### src/rtl/opt_gen_if.sv
`default_nettype none
// ============================================================================
//  Module      : opt_gen_if
//  Description : Proposal handshake bundle between a move-proposal generator
//                (master) and the replica node sequencer that consumes it
//                (slave).
//  Revision    : 1.0 - initial release
// ============================================================================
interface opt_gen_if #(
    parameter int CITY_NUM_LOG = 5
) ();
    logic                    opt_req;
    logic                    opt_ready;
    logic                    opt_valid;
    logic                    opt_mode;
    logic [CITY_NUM_LOG-1:0] opt_k;
    logic [CITY_NUM_LOG-1:0] opt_l;
    logic                    busy;

    // Generator side: takes requests, presents proposals.
    modport master (
        input  opt_req,
        input  opt_ready,
        output opt_valid,
        output opt_mode,
        output opt_k,
        output opt_l,
        output busy
    );

    // Consumer side: issues requests, accepts proposals.
    modport slave (
        output opt_req,
        output opt_ready,
        input  opt_valid,
        input  opt_mode,
        input  opt_k,
        input  opt_l,
        input  busy
    );
endinterface
`default_nettype wire

### src/rtl/opt_gen.sv
`default_nettype none
// ============================================================================
//  Module      : opt_gen
//  Description : Per-replica move-proposal generator. Owns an xorshift64
//                state and draws a random 2-opt / or-opt move with two city
//                positions, presented under a valid/ready handshake.
//  Revision    : 1.0 - initial release
// ============================================================================
module opt_gen #(
    parameter int ID           = 0,
    parameter int CITY_NUM     = 30,
    parameter int CITY_NUM_LOG = 5
) (
    input  logic        clk,
    input  logic        reset,
    input  logic        random_init,
    input  logic [63:0] random_seed,
    opt_gen_if.master   bus
);

    localparam logic [1:0] S_IDLE   = 2'd0;
    localparam logic [1:0] S_DRAW_K = 2'd1;
    localparam logic [1:0] S_DRAW_L = 2'd2;
    localparam logic [1:0] S_OUT    = 2'd3;

    // Golden-ratio multiplier spreads the per-replica seed offsets apart.
    localparam logic [63:0]             c_golden   = 64'h9E3779B97F4A7C15;
    localparam logic [63:0]             c_seed_mix = c_golden * 64'(ID + 1);
    localparam logic [CITY_NUM_LOG-1:0] c_max_pos  = CITY_NUM_LOG'(CITY_NUM - 1);
    localparam logic [CITY_NUM_LOG-1:0] c_one      = CITY_NUM_LOG'(1);

    logic [63:0]             r_x;
    logic [1:0]              r_state;
    logic                    r_busy;
    logic                    r_valid;
    logic                    r_mode;
    logic [CITY_NUM_LOG-1:0] r_k;
    logic [CITY_NUM_LOG-1:0] r_l;
    logic [CITY_NUM_LOG-1:0] r_k_draw;
    logic                    r_mode_draw;

    logic [63:0]             w_step;
    logic [63:0]             w_seed_mix;
    logic [63:0]             w_seed_load;
    logic [CITY_NUM_LOG-1:0] w_cand;
    logic [CITY_NUM_LOG-1:0] w_k_minus1;
    logic                    w_cand_legal;
    logic                    w_l_accept;
    logic [CITY_NUM_LOG-1:0] w_out_k;
    logic [CITY_NUM_LOG-1:0] w_out_l;
    logic [1:0]              w_state_next;
    logic [63:0]             w_x_next;
    logic                    w_latch_k;
    logic                    w_enter_out;

    function automatic logic [63:0] xorshift_step(input logic [63:0] x);
        logic [63:0] a;
        logic [63:0] b;
        a = x ^ (x << 13);
        b = a ^ (a >> 7);
        return b ^ (b << 17);
    endfunction

    // Candidate draw, acceptance rules and the seed derived from the global seed.
    always_comb begin
        w_step       = xorshift_step(r_x);
        w_cand       = w_step[CITY_NUM_LOG-1:0];
        w_k_minus1   = r_k_draw - c_one;
        // Position 0 is the fixed start city and out-of-range indices are rejected.
        w_cand_legal = (w_cand != '0) && (w_cand <= c_max_pos);
        // 2-opt needs two distinct positions; or-opt additionally must not
        // re-insert the city right where it already sits (after k-1).
        w_l_accept   = w_cand_legal && (w_cand != r_k_draw) &&
                       (r_mode_draw || (w_cand != w_k_minus1));
        if (r_mode_draw) begin
            w_out_k = (w_cand < r_k_draw) ? w_cand : r_k_draw;
            w_out_l = (w_cand < r_k_draw) ? r_k_draw : w_cand;
        end else begin
            w_out_k = r_k_draw;
            w_out_l = w_cand;
        end
        w_seed_mix   = random_seed ^ c_seed_mix;
        // An all-zero state would lock xorshift at zero forever.
        w_seed_load  = (w_seed_mix == 64'd0) ? 64'd1 : w_seed_mix;
    end

    // Next-state logic; the random state only moves while drawing.
    always_comb begin
        w_state_next = r_state;
        w_x_next     = r_x;
        w_latch_k    = 1'b0;
        w_enter_out  = 1'b0;
        case (r_state)
            S_IDLE: begin
                if (bus.opt_req) begin
                    w_state_next = S_DRAW_K;
                end
            end
            S_DRAW_K: begin
                w_x_next = w_step;
                if (w_cand_legal) begin
                    w_latch_k    = 1'b1;
                    w_state_next = S_DRAW_L;
                end
            end
            S_DRAW_L: begin
                w_x_next = w_step;
                if (w_l_accept) begin
                    w_enter_out  = 1'b1;
                    w_state_next = S_OUT;
                end
            end
            S_OUT: begin
                if (bus.opt_ready) begin
                    w_state_next = S_IDLE;
                end
            end
            default: begin
                w_state_next = S_IDLE;
            end
        endcase
    end

    // State, random state and output registers; reseed overrides any activity.
    always_ff @(posedge clk) begin
        if (!reset) begin
            r_x         <= 64'd1;
            r_state     <= S_IDLE;
            r_busy      <= 1'b0;
            r_valid     <= 1'b0;
            r_mode      <= 1'b0;
            r_k         <= '0;
            r_l         <= '0;
            r_k_draw    <= '0;
            r_mode_draw <= 1'b0;
        end else if (random_init) begin
            r_x     <= w_seed_load;
            r_state <= S_IDLE;
            r_busy  <= 1'b0;
            r_valid <= 1'b0;
        end else begin
            r_x     <= w_x_next;
            r_state <= w_state_next;
            r_busy  <= (w_state_next != S_IDLE);
            r_valid <= (w_state_next == S_OUT);
            if (w_latch_k) begin
                r_k_draw    <= w_cand;
                r_mode_draw <= w_step[63];
            end
            if (w_enter_out) begin
                r_mode <= r_mode_draw;
                r_k    <= w_out_k;
                r_l    <= w_out_l;
            end
        end
    end

    assign bus.opt_valid = r_valid;
    assign bus.opt_mode  = r_mode;
    assign bus.opt_k     = r_k;
    assign bus.opt_l     = r_l;
    assign bus.busy      = r_busy;

endmodule
`default_nettype wire

### src/flat_wrapper.sv
// flat-port wrapper written by rule: the top's interface ports become plain ports
module opt_gen_flat 
#(
    parameter int ID           = 0,
    parameter int CITY_NUM     = 30,
    parameter int CITY_NUM_LOG = 5
)
  (clk, reset, random_init, random_seed, bus_opt_req, bus_opt_ready, bus_opt_valid, bus_opt_mode, bus_opt_k, bus_opt_l, bus_busy);
  opt_gen_if #(.CITY_NUM_LOG(CITY_NUM_LOG)) bus_i ();
  input  logic clk;
  input  logic reset;
  input  logic random_init;
  input  logic [63:0] random_seed;
  input wire logic [$bits(bus_i.opt_req)-1:0] bus_opt_req;
  input wire logic [$bits(bus_i.opt_ready)-1:0] bus_opt_ready;
  output wire logic [$bits(bus_i.opt_valid)-1:0] bus_opt_valid;
  output wire logic [$bits(bus_i.opt_mode)-1:0] bus_opt_mode;
  output wire logic [$bits(bus_i.opt_k)-1:0] bus_opt_k;
  output wire logic [$bits(bus_i.opt_l)-1:0] bus_opt_l;
  output wire logic [$bits(bus_i.busy)-1:0] bus_busy;
  assign bus_i.opt_req = bus_opt_req;
  assign bus_i.opt_ready = bus_opt_ready;
  assign bus_opt_valid = bus_i.opt_valid;
  assign bus_opt_mode = bus_i.opt_mode;
  assign bus_opt_k = bus_i.opt_k;
  assign bus_opt_l = bus_i.opt_l;
  assign bus_busy = bus_i.busy;
  opt_gen #(.ID(ID), .CITY_NUM(CITY_NUM), .CITY_NUM_LOG(CITY_NUM_LOG)) u_core (.clk(clk), .reset(reset), .random_init(random_init), .random_seed(random_seed), .bus(bus_i));
endmodule
### config.mk
export PLATFORM = sky130hd
export DESIGN_NAME = opt_gen_flat
export DESIGN_NICKNAME = d
export VERILOG_FILES = /design/src/rtl/opt_gen_if.sv /design/src/rtl/opt_gen.sv /design/src/flat_wrapper.sv
export SDC_FILE = /design/constraint.sdc
export NUM_CORES = 1
export LEC_CHECK = 0
export CAP_MARGIN = 30
export CORE_MARGIN = 10
export CORE_UTILIZATION = 61
export DETAILED_ROUTE_END_ITERATION = 7
export HOLD_SLACK_MARGIN = 0.15
export PLACE_DENSITY = 0.86
export SYNTH_ARGS = -nofsm -noshare
export SYNTH_HDL_FRONTEND = slang
export SYNTH_SLANG_ARGS = --single-unit
export TNS_END_PERCENT = 10
### constraint.sdc
create_clock -name clk -period 5.95 [get_ports clk]
set_clock_uncertainty 0.1 [all_clocks]
set_input_delay 0.8925 -clock clk [delete_from_list [all_inputs] [get_ports clk]]
set_output_delay 0.8925 -clock clk [all_outputs]
set_load 0.02 [all_outputs]
==> results of run 1 <==
[through the flow]
step,util (%),area [um^2],setup slack [ps],hold WS (ps)
5_1_grt,72.1,7550,2600,391
3_3_place_gp,70.2,7350,2860,346
6_report,72.1,7550,2740,364
3_5_place_dp,70.5,7380,2720,357
2_1_floorplan,-,6610,3430,370
4_1_cts,72.1,7550,2810,369
[metal layers]
layer | share of wire [%] | track usage, % | up-vias
li1 | - | - | 2577
met1 | 41 | 31.2 | 2645
met2 | 47 | 39.1 | 291
met5 | 0 | 0 | -
met3 | 9.1 | 5.79 | 46
met4 | 2.9 | 9.21 | 0
[cell type report]
class,instances,area (um^2)
tap,136,170
timing repair buffer,88,871
multi-input combinational,558,4580
sequential,85,1700
inverter,15,56.3
fill,785,2920
clock buffer,12,155
clock inverter,2,10.0
[worst max-delay path, stage by stage (launching register included)]
cell	delay, ps
dfxtp_1	390
inv_1	100
ha_2	310
buf_4	550
clkinv_1	770
or3_1	580
a311oi_1	300
[cells by family after synthesis]
kind of cell / count (synthesis) / share of synthesized area (%)
xor gates and xnor gates: 206 / 36.4
buffers and inverters: 82 / 4.96
adders and majority gates: 10 / 1.89
DFF: 85 / 25.7
AOI/OAI and AO/OA: 116 / 13.0
muxes: 14 / 2.12
and+or+nand+nor: 212 / 15.8
[state kept, by name, indices dropped and copies added (netlist names)]
name and count:
u_core.bus.busy 1, u_core.r_mode_draw 1, u_core.bus.opt_mode 1, u_core.bus.opt_k 5
u_core.r_k_draw 5, u_core.bus.opt_l 5, u_core.bus.opt_valid 1, u_core.r_x 64
u_core.r_state 2
[Yosys cell counts, types with 14 or more instances]
cell	count	area, um^2
nand3_1	17	85.1
dfxtp_1	85	1700
nand4b_1	19	166
nor2_1	52	195
o2111ai_1	14	123
xnor3_1	35	788
a211oi_1	26	195
nand2_1	88	330
mux2i_1	14	140
xor2_1	49	429
xnor2_1	113	990
a21oi_1	19	95.1
clkbuf_1	53	199
[report_power, final]
group          internal [uW]  switching, uW  total [uW]  leakage (uW)
registers                615           90.5         706      0.000702
logic                    484            392         876       0.00220
clock network            169            220         389     0.0000881
[final timing paths]
path / slack (ps) / cells past startpoint / from / to
worst max register to register: 2740 / 6 / u_core.r_state[0] / u_core.r_x[38]
worst min register to register: 360 / 2 / u_core.bus.opt_l[1] / u_core.bus.opt_l[1]
worst max-delay path: 2740 / 6 / u_core.r_state[0] / u_core.r_x[38]
worst min-delay path: 360 / 2 / u_core.bus.opt_l[1] / u_core.bus.opt_l[1]
==> flow_summary.toml, run 1 <==
[die]
design.die.area_um2 = 15400
die_y_um = 124
rows = 37
core_um2 = 10500
die_w_um = 124
start_util_pct = 63.2
io_pins = 82

[clock_tree]
numCtsBuffers = 9
cts_buffer_depth = 2
cts_sinks = 85
cts_root_buffer = "clkbuf_8"
post-cts-setup-buffers = 0
cts_hold_buf = 0
postCtsResizedCells = 0
clk_pin_slew_ps = 80
cts_tree = "built"
worstSkewPairLatency_ps = 380
htreeDepth = 3

[grt]
grt_max_degree = 85
overflow = 0
grt_use_total_pct = 24.4
grt_pass1_wl_mm = 29.3
grt_pass1_vias = 5558
antenna_found_initial = 0

[drt]
drt_iter0_drc = 638
drt_pass1_iterations = 7
postRouteAntennaNets = 0
routed_wl_mm = 18.5
drc = 0
routed_via_density = 6.20
vias = 5559
wl_per_cell_um = 20.7

[place]
dpl.hpwl_mm = 13.7
place_congestion = 0.916
io_buffers = 81
place_inst = 882

[power_and_ir_drop]
ir_drop_uv = 137
cellLeakagePower_uw = 0.00299
power_density_nw_per_um2 = 261
p_total_uw = 1970

[sta]
period_share_pct = 54.0
worstMarginPinSlew_ps = 893
finalSetupViolations = 0
final-hold-violation-count = 0
drv_slew = 0
relSlewSlack_pct = 40.5
max_freq_mhz = 311
tns_ps = 0
rsz0062_at_grt = "no"
min_period_ps = 3210

[synthesis]
ys_ff_latch = 85
yosysUniqueCellTypes = 57
ys_seq_area_share_pct = 25.7
synth_ff_type = "dfxtp_1"
yosys_warnings = 0
syn_nets = 804
synth_enable_flop_cells = 0
syn_avg_cell_area_um2 = 9.12
netlist_instances = 725
netlist_area_um2 = 6610
ys_async_sr_fraction_pct = 0

[outcome]
status = "finished, final reports clean"

[job]
maxCapViolations = 0

[setup_path]
worstSetupEndpointType = "flop"
cp.required_ps = 6130
crit_path_max_fanout = 65
start_kind = "flop"
crit_type = "flop to flop"
arrival_ps = 3390

[layout]
diodes = 0
final_common_cell = "xnor2_1"
nets = 836
fin_cells = 896
syn_to_final_growth_pct = 14.2
drive_gt1_share_pct = 4.61
mostFrequentLayoutCells = "113 x xnor2_1, 88 x nand2_1, 85 x dfxtp_1, 79 x clkdlybuf4s50_1, 52 x nor2_1"

[min_path]
hold_path_class = "flop to flop"
Note: power is estimated with default switching activity, not from simulation.
==> run 2, diff against run 1 <==
- CORE_UTILIZATION: 61 -> 52
- PLACE_DENSITY: 0.86 -> 0.78
- clock period: 5.95 -> 2.61 ns (I/O delays scaled with it)
==> run 2 against run 1 <==
  * Sequential share of layout area shrank 0.90 points
  * Largest power group unchanged
  * Critical path type unchanged
  * Routed wire length up 5.8%
  * First-iteration DRC count is 8.6% lower
  * Highest routed layer unchanged
  * Clock power grew to 3.6 times the previous value
  * Sequential power up 130%
==> flow_summary.toml, run 2 (synthesized netlist as in run 1, its figures left out) <==
[outcome]
status = "finished, final reports clean"

[place]
dpl.hpwl_mm = 14.7
place_inst = 932
io_buffers = 81
place_congestion = 0.907

[layout]
largest_reg_flops = 64
final_common_cell = "xnor2_1"
max_flop_register = "u_core.r_x"
syn_to_final_growth_pct = 19.0
fillCellCount = 1070
mostFrequentLayoutCells = "113 x xnor2_1, 88 x nand2_1, 85 x dfxtp_1, 79 x clkdlybuf4s50_1, 51 x nor2_1"
diodes = 0
fin_cells = 948
nets = 851
drive_gt1_share_pct = 6.57
post-route-util_pct = 62.8

[power_and_ir_drop]
ir_drop_uv = 484
cellLeakagePower_uw = 0.00313
p_total_uw = 5060
power_density_nw_per_um2 = 644

[grt]
antenna_found_initial = 0
grt_use_total_pct = 21.8
overflow = 0
grt_pass1_wl_mm = 30.6
grt_max_degree = 83
grt_pass1_vias = 5541

[sta]
max_freq_mhz = 404
rsz0062_at_grt = "yes"
drv_slew = 0
tns_ps = 0
min_period_ps = 2480
worstMarginPinSlew_ps = 657
period_share_pct = 94.9
final-hold-violation-count = 0
hold_ws_ps = 310
finalSetupViolations = 0
relSlewSlack_pct = 55.9

[clock_tree]
numCtsBuffers = 9
worstSkewPairLatency_ps = 350
cts_tree = "built"
cts_root_buffer = "clkbuf_16"
cts_buffer_depth = 2
htreeDepth = 3
cts_sinks = 85
clk_pin_slew_ps = 60

[die]
start_util_pct = 52.8
die_w_um = 133
die_y_um = 133
rows = 41
core_um2 = 12500
design.die.area_um2 = 17600
io_pins = 82

[drt]
drc = 0
vias = 5560
routed_wl_mm = 19.6
routed_via_density = 5.86
drt_pass1_iterations = 5
drt_iter0_drc = 583
wl_per_cell_um = 20.6
postRouteAntennaNets = 0

[setup_path]
arrival_ps = 2590
crit_path_max_fanout = 4
cp.required_ps = 2720
worstSetupEndpointType = "flop"
start_kind = "flop"
crit_type = "flop to flop"

[job]
maxCapViolations = 0

[min_path]
hold_path_class = "input pin to flop"
## run 2: routing by layer
layer  GRT usage (%)  routed length, um  up-vias
li1                -                  -     2611
met1            27.2               8250     2661
met2            35.1               9290      246
met3            5.60               1440       42
met4            8.80                580        0
met5               0                  0        -
## run 2: cell type report
type / instances / area (um^2) / area share (%)
sequential: 85 / 1700 / 21.6
clock inverter: 4 / 72.6 / 0.923
timing repair buffer: 103 / 991 / 12.6
multi-input combinational: 558 / 4580 / 58.3
inverter: 15 / 56.3 / 0.716
tap: 172 / 215 / 2.74
clock buffer: 11 / 243 / 3.09
## run 2: what timing repair did
action | 4_1_cts | 5_1_grt
hold endpoints to repair | 0 | 0
setup endpoints to repair | 0 | 12
hold buffers | 0 | 0
resized for setup | 0 | 1
buffers inserted | 0 | 1
## run 2: final timing paths
check | start | end | slack [ps] | depth (start not counted)
setup / recovery | u_core.r_x[0] | u_core.bus.busy | 130 | 7
hold / removal | random_init | u_core.r_x[4] | 310 | 2
setup reg to reg | u_core.r_x[0] | u_core.bus.busy | 130 | 7
hold reg to reg | u_core.bus.opt_k[2] | u_core.bus.opt_k[2] | 350 | 2
## run 2: through the flow
| stage | cell area, um^2 | setup slack [ps] |
|---|---|---|
| 4_1_cts | 7850 | 109 |
| 2_1_floorplan | 6610 | 90.2 |
| 3_5_place_dp | 7540 | 90.2 |
| 6_report | 7860 | 132 |
| 5_1_grt | 7860 | -3.70 |
| 3_3_place_gp | 7540 | 66.4 |
## run 2: power by group
group,switching (uW),internal (uW),total (uW)
clock network,541,858,1400
logic,919,1140,2060
registers,203,1400,1610
total,1660,3400,5060
## run 2: critical path: stages (launching register included)
cell and delay, ps:
dfxtp_1 380, xnor2_1 290, ha_1 310, nor3b_1 220, mux2i_1 100, or4_4 450
a221oi_2 370, o22ai_1 110
==> run 3, diff against run 2 <==
- CORE_UTILIZATION: 52 -> 59
- DONT_BUFFER_PORTS: unset -> 1
==> run 3 against run 2 <==
  * Power down 6.2%
  * Non-clock buffer count decreased by 7
  * Clock power fell by 24%
  * Sequential power hardly changed
  * Register-to-register slack worse by 30 ps
  * Maximum frequency decreased by 1.1%
  * Largest power group unchanged
==> flow_summary.toml, run 3 (synthesized netlist as in run 1, its figures left out) <==
[sta]
min_period_ps = 2500
worstMarginPinSlew_ps = 753
relSlewSlack_pct = 49.8
hold_ws_ps = 180
period_share_pct = 96.0
final-hold-violation-count = 0
drv_slew = 0
tns_ps = 0
max_freq_mhz = 399
rsz0062_at_grt = "no"
finalSetupViolations = 0

[die]
rows = 38
die_y_um = 126
start_util_pct = 60.7
core_um2 = 10900
die_w_um = 126
io_pins = 82
design.die.area_um2 = 15800

[grt]
grt_max_degree = 81
overflow = 0
grt_pass1_wl_mm = 34.2
grt_use_total_pct = 26.9
antenna_found_initial = 2
grt_pass1_vias = 6021

[power_and_ir_drop]
p_total_uw = 4750
cellLeakagePower_uw = 0.00311
ir_drop_uv = 461
power_density_nw_per_um2 = 614

[drt]
vias = 5949
drt_iter0_drc = 843
drt_pass1_iterations = 5
drc = 0
postRouteAntennaNets = 0
wl_per_cell_um = 24.2
routed_via_density = 6.52
routed_wl_mm = 22.1

[place]
io_buffers = 0
dpl.hpwl_mm = 14.2
place_congestion = 0.902

[clock_tree]
cts_buffer_depth = 2
clk_pin_slew_ps = 90
numCtsBuffers = 9
worstSkewPairLatency_ps = 390
htreeDepth = 3
post-cts-setup-buffers = 0
cts_root_buffer = "clkbuf_8"
cts_sinks = 85
cts_tree = "built"

[min_path]
hold_path_class = "input pin to flop"
hold_depth = 3

[setup_path]
start_kind = "flop"
crit_type = "flop to flop"
crit_path_max_fanout = 29
worstSetupEndpointType = "flop"
reg2reg_depth = 6
cp.required_ps = 2840
arrival_ps = 2730

[layout]
mostFrequentLayoutCells = "111 x xnor2_1, 88 x nand2_1, 85 x dfxtp_1, 75 x dlygate4sd3_1, 52 x nor2_1"
nets = 844
drive_gt1_share_pct = 6.75
post-route-util_pct = 71.0
final_common_cell = "xnor2_1"
fillCellCount = 756
max_flop_register = "u_core.r_x"
syn_to_final_growth_pct = 17.0
largest_reg_flops = 64

[outcome]
status = "finished, final reports clean"

[job]
maxCapViolations = 0
==> run 3: cell count changes in the layout (fill, tap and decap cells not counted), sizes merged <==
| cell | change |
|---|---|
| buf | -3 |
| clkbuf | -1 |
| clkdlybuf4s50 | -79 |
| clkinv | +3 |
| clkinvlp | -1 |
| diode | +2 |
| dlygate4sd3 | +75 |
==> run 3: stage by stage <==
step,instance area [um^2],setup slack (ps),instances
floorplan,6610,90.2,725
CTS,7680,22.9,910
global placement,6670,162,817
finish,7730,106,912
global route,7730,11.5,911
detailed placement,6670,66.3,817
==> run 3: timing repair <==
action / in CTS / in global routing
setup endpoints to repair: 0 / 15
hold buffers: 77 / 0
hold endpoints to repair: 75 / 0
resized for setup: 0 / 7
==> run 3: power breakdown <==
group	leakage, uW	internal [uW]	total [uW]	switching (uW)
clock	0.000110	540	1070	528
sequential	0.000702	1400	1620	213
combinational	0.00230	1140	2070	927
==> run 3: layout make-up <==
type	count	area [um^2]	area share (%)
sequential	85	1700	22.0
multi-input combinational	558	4620	59.8
clock inverter	6	87.6	1.13
clock buffer	10	128	1.65
tap	140	175	2.27
timing repair buffer	96	957	12.4
inverter	15	56.3	0.728
antenna	2	5.00	0.0647
==> run 3: critical path, stage by stage, from the launching register on <==
cell and delay, ps:
dfxtp_1 400, inv_1 110, ha_2 370, buf_4 330, a211oi_1 130, a2111oi_1 370, dlygate4sd3_1 610
==> run 3: final timing paths <==
check | slack, ps | from | end
hold reg to reg | 440 | u_core.r_k_draw[4] | u_core.r_k_draw[4]
setup reg to reg | 110 | u_core.r_state[0] | u_core.r_x[63]
setup / recovery | 110 | u_core.r_state[0] | u_core.r_x[63]
hold / removal | 180 | random_init | u_core.r_x[58]
==> run 3: routing by layer <==
metal,track usage (%),up-vias,wire length (um)
li1,-,2602,-
met1,31.3,2800,8050
met2,42.0,409,9890
met3,8.47,138,2470
met4,17.7,0,1640
met5,0,-,0
